<file path="config.mk">
export PLATFORM = sky130hd
export DESIGN_NAME = dm_tx_framer
export DESIGN_NICKNAME = d
export VERILOG_FILES = /design/src/rtl/dm_tx_framer.sv
export SDC_FILE = /design/constraint.sdc
export NUM_CORES = 1
export LEC_CHECK = 0
export BUFFER_PORTS_ARGS = -buffer_cell sky130_fd_sc_hd__buf_2
export CAP_MARGIN = 20
export CORE_ASPECT_RATIO = 0.6
export CORE_MARGIN = 8
export CORE_UTILIZATION = 40
export DETAILED_ROUTE_END_ITERATION = 8
export PLACE_DENSITY = 0.58
export SKIP_CTS_REPAIR_TIMING = 1
export SLEW_MARGIN = 20
export SYNTH_ARGS = -nofsm -noshare
export SYNTH_HDL_FRONTEND = slang
export SYNTH_SLANG_ARGS = --single-unit
</file>
<file path="constraint.sdc">
create_clock -name clk -period 3 [get_ports clk]
set_clock_uncertainty 0.15 [all_clocks]
set_input_delay 0.6 -clock clk [delete_from_list [all_inputs] [get_ports clk]]
set_output_delay 0.6 -clock clk [all_outputs]
set_load 0.02 [all_outputs]
</file>
<file path="src/rtl/dm_tx_framer.sv">
// Frame sequencer for the differential Manchester encoder: preamble, sync word,
// streamed payload, CRC-8 and idle gap, one bit per tx_ce strobe.
module dm_tx_framer #(
  parameter int unsigned PREAMBLE_BITS = 16,
  parameter logic [7:0]  SYNC_WORD     = 8'hD5,
  parameter int unsigned LEN_WIDTH     = 8,
  parameter int unsigned GAP_BITS      = 4
) (
  input  logic                 clk,
  input  logic                 rst,
  input  logic                 tx_ce,
  output logic                 tx_sdata,
  input  logic                 start,
  input  logic [LEN_WIDTH-1:0] len,
  input  logic [7:0]           s_data,
  input  logic                 s_valid,
  output logic                 s_ready,
  output logic                 busy,
  output logic                 done,
  output logic                 err_underrun
);

  localparam int unsigned CNT_W = 8;

  typedef enum logic [2:0] {
    S_IDLE,
    S_PRE,
    S_SYNC,
    S_PAY,
    S_CRC,
    S_GAP
  } state_e;

  state_e               state_q, state_d;
  logic                 tx_q, tx_d;
  logic [7:0]           sh_q, sh_d;
  logic [CNT_W-1:0]     bit_q, bit_d;
  logic [LEN_WIDTH-1:0] left_q, left_d;
  logic [LEN_WIDTH-1:0] fetch_q, fetch_d;
  logic [7:0]           hold_q, hold_d;
  logic                 hold_vld_q, hold_vld_d;
  logic [7:0]           crc_q, crc_d;
  logic                 busy_q, busy_d;
  logic                 done_q, done_d;
  logic                 err_q, err_d;

  logic       last_bit;
  logic       boundary;
  logic       underrun;
  logic       xfer;
  logic [7:0] next_byte;
  logic [7:0] crc_upd;

  // A byte boundary is the last bit of sync or of a payload byte with payload still owed.
  assign last_bit  = (bit_q == CNT_W'(7));
  assign boundary  = tx_ce && last_bit && (left_q != '0) &&
                     ((state_q == S_SYNC) || (state_q == S_PAY));
  assign underrun  = boundary && !hold_vld_q;
  // The slot that just underran has been written off, so its late byte is refused.
  assign s_ready   = busy_q && !hold_vld_q && (fetch_q != '0) && !underrun;
  assign xfer      = s_valid && s_ready;
  assign next_byte = hold_vld_q ? hold_q : 8'h00;
  assign crc_upd   = {crc_q[6:0], 1'b0} ^ ((crc_q[7] ^ tx_q) ? 8'h07 : 8'h00);

  always_comb begin
    state_d    = state_q;
    tx_d       = tx_q;
    sh_d       = sh_q;
    bit_d      = bit_q;
    left_d     = left_q;
    fetch_d    = fetch_q;
    hold_d     = hold_q;
    hold_vld_d = hold_vld_q;
    crc_d      = crc_q;
    err_d      = err_q;
    done_d     = 1'b0;

    if (boundary && hold_vld_q) hold_vld_d = 1'b0;
    if (underrun) begin
      fetch_d = fetch_q - LEN_WIDTH'(1);
      err_d   = 1'b1;
    end
    if (xfer) begin
      hold_d     = s_data;
      hold_vld_d = 1'b1;
      fetch_d    = fetch_q - LEN_WIDTH'(1);
    end

    case (state_q)
      S_IDLE: begin
        if (start) begin
          state_d    = S_PRE;
          tx_d       = 1'b1;
          bit_d      = '0;
          left_d     = len;
          fetch_d    = len;
          hold_vld_d = 1'b0;
          crc_d      = 8'h00;
          err_d      = 1'b0;
        end
      end
      S_PRE: begin
        if (tx_ce) begin
          if (bit_q == CNT_W'(PREAMBLE_BITS - 1)) begin
            state_d = S_SYNC;
            sh_d    = SYNC_WORD;
            tx_d    = SYNC_WORD[7];
            bit_d   = '0;
          end else begin
            tx_d  = bit_q[0];
            bit_d = bit_q + CNT_W'(1);
          end
        end
      end
      S_SYNC, S_PAY: begin
        if (tx_ce) begin
          if (state_q == S_PAY) crc_d = crc_upd;
          if (!last_bit) begin
            sh_d  = {sh_q[6:0], 1'b0};
            tx_d  = sh_q[6];
            bit_d = bit_q + CNT_W'(1);
          end else if (left_q != '0) begin
            state_d = S_PAY;
            sh_d    = next_byte;
            tx_d    = next_byte[7];
            left_d  = left_q - LEN_WIDTH'(1);
            bit_d   = '0;
          end else begin
            // crc_d already holds the final CRC here (crc_q when len was zero)
            state_d = S_CRC;
            sh_d    = crc_d;
            tx_d    = crc_d[7];
            bit_d   = '0;
          end
        end
      end
      S_CRC: begin
        if (tx_ce) begin
          if (last_bit) begin
            state_d = S_GAP;
            tx_d    = 1'b0;
            bit_d   = '0;
          end else begin
            sh_d  = {sh_q[6:0], 1'b0};
            tx_d  = sh_q[6];
            bit_d = bit_q + CNT_W'(1);
          end
        end
      end
      S_GAP: begin
        if (tx_ce) begin
          if (bit_q == CNT_W'(GAP_BITS - 1)) begin
            state_d = S_IDLE;
            done_d  = 1'b1;
            bit_d   = '0;
          end else begin
            bit_d = bit_q + CNT_W'(1);
          end
        end
      end
      default: state_d = S_IDLE;
    endcase

    busy_d = (state_d != S_IDLE);
  end

  always_ff @(posedge clk or negedge rst) begin
    if (!rst) begin
      state_q    <= S_IDLE;
      tx_q       <= 1'b0;
      sh_q       <= 8'h00;
      bit_q      <= '0;
      left_q     <= '0;
      fetch_q    <= '0;
      hold_q     <= 8'h00;
      hold_vld_q <= 1'b0;
      crc_q      <= 8'h00;
      busy_q     <= 1'b0;
      done_q     <= 1'b0;
      err_q      <= 1'b0;
    end else begin
      state_q    <= state_d;
      tx_q       <= tx_d;
      sh_q       <= sh_d;
      bit_q      <= bit_d;
      left_q     <= left_d;
      fetch_q    <= fetch_d;
      hold_q     <= hold_d;
      hold_vld_q <= hold_vld_d;
      crc_q      <= crc_d;
      busy_q     <= busy_d;
      done_q     <= done_d;
      err_q      <= err_d;
    end
  end

  assign tx_sdata     = tx_q;
  assign busy         = busy_q;
  assign done         = done_q;
  assign err_underrun = err_q;

endmodule
</file>
## Word level (Yosys, flattened, before mapping)

Index checks and enable logic that the tools add are counted.

| word-level totals | value |
|---|---|
| output and inout bits | 5 |
| flip-flop bits (word level) | 55 |
| input port bits | 21 |
| word-level logic and storage cells | 122 |

| cells by class | value |
|---|---|
| eq/ne operators | 18 |
| reduce and logical (&&, ||, !) cells | 27 |
| bitwise operators | 2 |
| add/subtract/negate cells | 3 |
| multiplexer cells | 60 |

Operators with widths:

| cell | count |
|---|---|
| 8-bit 2-to-1 mux | 18 |
| 7-bit 2-to-1 mux | 7 |
| 3-bit 2-to-1 mux | 11 |
| 8-bit case mux with 2 select lines | 2 |
| 8-bit case mux with 4 select lines | 1 |
| 7-bit case mux with 3 select lines | 1 |
| 1-bit 2-to-1 mux | 18 |
| 2-bit != test, second input constant | 9 |
| 8-bit nonzero test | 2 |
| 8-bit by 1-bit subtractor with 8-bit output, second input constant | 2 |
| 3-bit case mux with 5 select lines | 1 |
| 5-bit AND reduction | 3 |
| 1-bit logical AND | 9 |
| 8-bit by 1-bit adder with 8-bit output, second input constant | 1 |
| 8-bit by 2-bit == test with 1-bit output, second input constant | 1 |
| 8-bit by 3-bit == test with 1-bit output, second input constant | 1 |
| 8-bit by 4-bit == test with 1-bit output, second input constant | 1 |
| 4-bit nonzero test | 2 |
| 8-bit by 3-bit bitwise XOR with 8-bit output | 1 |
| 3-bit by 2-bit == test with 1-bit output, second input constant | 2 |
| 3-bit == test, second input constant | 2 |
| 6-bit AND reduction | 1 |
| 3-bit nonzero test | 2 |
| 1-bit case mux with 4 select lines | 1 |
| 10 further kinds | 11 |

## Longest topological paths before layout

| depth | value |
|---|---|
| word-level depth | 11 |
| depth in mapped cells | 9 |
| mapped depth without buffers | 8 |

## Worst setup path after synthesis

No wires, ideal clock.

| timing path | value |
|---|---|
| kind | register -> output |
| start point | reg left_q[0] |
| end point | out s_ready |
| buffers on the path | 0 |
| arrival time | 1.487 ns |
| stages on the path, launching flop included | 7 |
| required time | 2.250 ns |
| slack | 0.763 ns |
| path through | dfrtp_1 > inv_1 > ha_1 > nor4b_4 > and2_1 > nor3_1 > nor2_1 |

| between the ends | value |
|---|---|
| cells in the longest elaborated chain, start to end | 6 |

Ends and longest elaborated chain:

| element | line | source |
|---|---|---|
| start: declaration | 38 | `logic [LEN_WIDTH-1:0] left_q, left_d;` |
| start signal: assignment | 186 | `left_q <= left_d;` |
| 8-bit nonzero test | 56 | `assign boundary = tx_ce && last_bit && (left_q != '0) &&` |
| 1-bit logical AND (2 in a row) | 56 |  |
| 1-bit logical AND | 58 | `assign underrun = boundary && !hold_vld_q;` |
| 1-bit zero test | 60 | `assign s_ready = busy_q && !hold_vld_q && (fetch_q != '0) && !underrun;` |
| 1-bit logical AND | 60 |  |
| end: declaration | 17 | `output logic s_ready,` |

No other way between the ends.

## Worst setup path after layout

| timing path | value |
|---|---|
| start point | reg bit_q[5] |
| end point | out s_ready |

| between the ends | value |
|---|---|
| cells in the longest elaborated chain, start to end | 7 |

Ends and longest elaborated chain:

| element | line | source |
|---|---|---|
| start: declaration | 37 | `logic [CNT_W-1:0] bit_q, bit_d;` |
| start signal: assignment | 185 | `bit_q <= bit_d;` |
| 8-bit by 3-bit == test with 1-bit output | 55 | `assign last_bit = (bit_q == CNT_W'(7));` |
| 1-bit logical AND (3 in a row) | 56 |  |
| 1-bit logical AND | 58 |  |
| 1-bit zero test | 60 |  |
| 1-bit logical AND | 60 |  |

No other way between the ends.

==> impl_metrics.toml <==
[die]
start_util = 0.411
dieHeight_um = 85.4
dieArea_um2 = 11300
num_rows = 25
fp.dieW_um = 132
ios = 26
core_um2 = 7820

[setup_path]
crit_path_start_kind = "flip-flop"
critPathCaptureType = "output port"
arrival_ns = 2.00
cp_max_fo = 6
cp_top_family = "simple AND/OR/NAND/NOR gates"
cpPeakStageDelay_ns = 0.45
critPathKind = "reg2out"
cp.required_ns = 2.25
crit_chain = "nor4_4 > buf_4 > nand4_2 > nor3_1 > nor2_1 > buf_2"
cp_num_buf_inv = 2
cpMaxStageDelayCell = "dfrtp_1"

[synth]
yosysWarnings = 0
synth.ff_latch_count = 55
syn_avg_cell_area_um2 = 9.00
synth_edf_count = 0
synth_top_flop_cell = "dfrtp_1"
synthArstFlopShare = 1.00
yosysSeqAreaShare = 0.428
synth_cell_types = 58
syn-cell-area_um2 = 3210
syn_inst = 357
syn-num-nets = 382

[pwr]
vdd_ir_drop_max_v = 0.000334
powerDensity_nw_per_um2 = 880
p_leak_nw = 1.58

[sta]
max-slew-margin-rel = 0.512
period_share = 0.918
layout_min_cycle_time_ns = 2.75
setup_viol = 0
setup_ws_ns = 0.247
drv_slew = 0
worstMarginPinSlew_ns = 0.730
rsz0062_at_grt = "false"
hold_violations = 0
fin_tns_setup_ns = 0
fmax_mhz = 363

[grt]
grt_max_degree = 31
first_global_vias = 2468
grt_pass1_wl_mm = 13.3
grt_overflow = 0
antenna_found_initial = 0
grt.met1_usage = 0.232
use_met2 = 0.184
use_met3 = 0.0383
grt.busiest_layer = "met1"
track_usage = 0.146

[routing]
wl_mm = 8.04
drt-pass1-iter-count = 4
ant_nets = 0
drt_iter0_drc = 255
vias = 2733
avgRoutedWirePerCell_um = 16.4
drc_errors = 0
vias_per_cell = 5.59

[cells_and_area]
synthToLayoutAreaGrowth_pct = 13.4
final_cells = 489
final.fill_count = 771
finalInstanceArea_um2 = 3640
nNetsFinal = 405
drive_gt1_frac = 0.176
antenna_cells = 0
utilization = 0.466

[placed_design]
pre_cts_slack_ns = 0.505
globalplace.congestion = 0.785
place_area_um2 = 3470
dp.cells = 481
io_buffers = 25
dpl.hpwl_mm = 6.08

[clocking]
cts_max_path_buffers = 2
htreeDepth = 2
tritoncts = "yes"
clk_latency_ns = 0.30
cts_buffers = 5
clkTransAtPathRegs_ns = 0.07
root_buffer = "clkbuf_16"
cts.sinks = 55

[status]
status = "complete, no violations"

[job]
maxCapViolCount = 0

[worst_hold_path]
hold_class = "in2async"
[Yosys cell counts (all sizes together) (5+ instances only)]
cell | n | area (um^2)
xor2 | 5 | 43.8
nor2b | 6 | 37.5
nand2 | 29 | 111
nor2 | 40 | 153
a22oi | 6 | 45.0
clkbuf | 13 | 48.8
mux2 | 13 | 146
and2 | 5 | 31.3
inv | 11 | 41.3
dfrtp | 55 | 1380
buf | 7 | 37.5
xnor2 | 5 | 43.8
o21ai | 34 | 170
nor3 | 11 | 55.1
nand3 | 23 | 115
a21oi | 25 | 125
mux2i | 5 | 50.1
[cell type report]
class / instances / area, um^2 / area share
Inverter: 11 / 41.3 / 0.0113
Clock buffer: 6 / 139 / 0.0381
Multi-Input combinational cell: 271 / 1710 / 0.469
Clock inverter: 2 / 35.0 / 0.00961
Timing Repair Buffer: 36 / 208 / 0.0570
Sequential cell: 55 / 1380 / 0.378
Tap cell: 108 / 135 / 0.0371
[worst register-to-register path, stage by stage (launching register included)]
cell	delay, ns
dfrtp_1	0.45
nor4_4	0.31
and3_1	0.46
a41oi_4	0.37
nor2_2	0.25
mux2_1	0.33
a21oi_1	0.14
[layer usage]
layer / wire length, um / vias up
met1: 4470 / 1313
met3: 442 / 6
met4: 57 / 0
met2: 3080 / 81
li1: - / 1333
met5: 0 / -
[stage by stage]
stage | hold WS, ns | total power (W)
4_1_cts | 0.231 | 0.00321
3_3_place_gp | 0.328 | 0.00250
2_1_floorplan | 0.154 | 0.00217
3_5_place_dp | 0.336 | 0.00252
5_1_grt | 0.249 | 0.00345
6_report | 0.201 | 0.00321
[flip-flops by register name, summed over array words and instances, names as in the netlist, 3 cells and up]
| signal | flops |
|---|---|
| bit_q | 8 |
| state_q | 3 |
| sh_q | 7 |
| hold_q | 8 |
| fetch_q | 8 |
| left_q | 8 |
| crc_q | 8 |
[power by group]
group | internal [W] | total (W) | switching [W]
logic | 0.000532 | 0.00121 | 0.000683
clock network | 0.000416 | 0.000687 | 0.000271
registers | 0.00101 | 0.00131 | 0.000301
[cells in the final DEF, fill, tap and decap left out, drive strengths merged, types with 3 or more instances in the layout]
cell / n
a22o: 4
nor2: 40
xor2: 5
or3: 4
nand2: 29
a31oi: 3
o211ai: 4
o21ai: 34
nor4: 4
dfrtp: 55
buf: 36
nor2b: 6
mux2i: 5
xnor2: 5
nor3: 11
o22ai: 3
mux2: 13
a211oi: 4
clkbuf: 6
a21oi: 25
inv: 11
a21o: 3
and3: 3
nand3: 23
ha: 4
a22oi: 6
and2: 5
nand4: 3
[kinds of logic (layout without fill, tap and decap cells)]
family	after synthesis	in the layout	share of synthesized area
AOI/OAI and AO/OA	100	100	0.200
xor gates and xnor gates	10	10	0.0272
adders and majority gates	4	4	0.0156
buffers and inverters	31	55	0.0397
DFF	55	55	0.428
muxes	18	18	0.0611
and+or+nand+nor	139	139	0.228
[path summary, 6_finish.rpt]
kind,start,end,slack (ns),cells past startpoint
setup / recovery,bit_q[5],s_ready,0.25,6
hold / removal,rst,sh_q[3],0.20,1
setup reg to reg,bit_q[5],fetch_q[1],0.47,6
hold reg to reg,err_underrun,err_underrun,0.36,2
max in group asynchronous,rst,crc_q[0],1.82,2
min in group clk,err_underrun,err_underrun,0.36,2
Note: power is estimated with default switching activity, not from simulation.
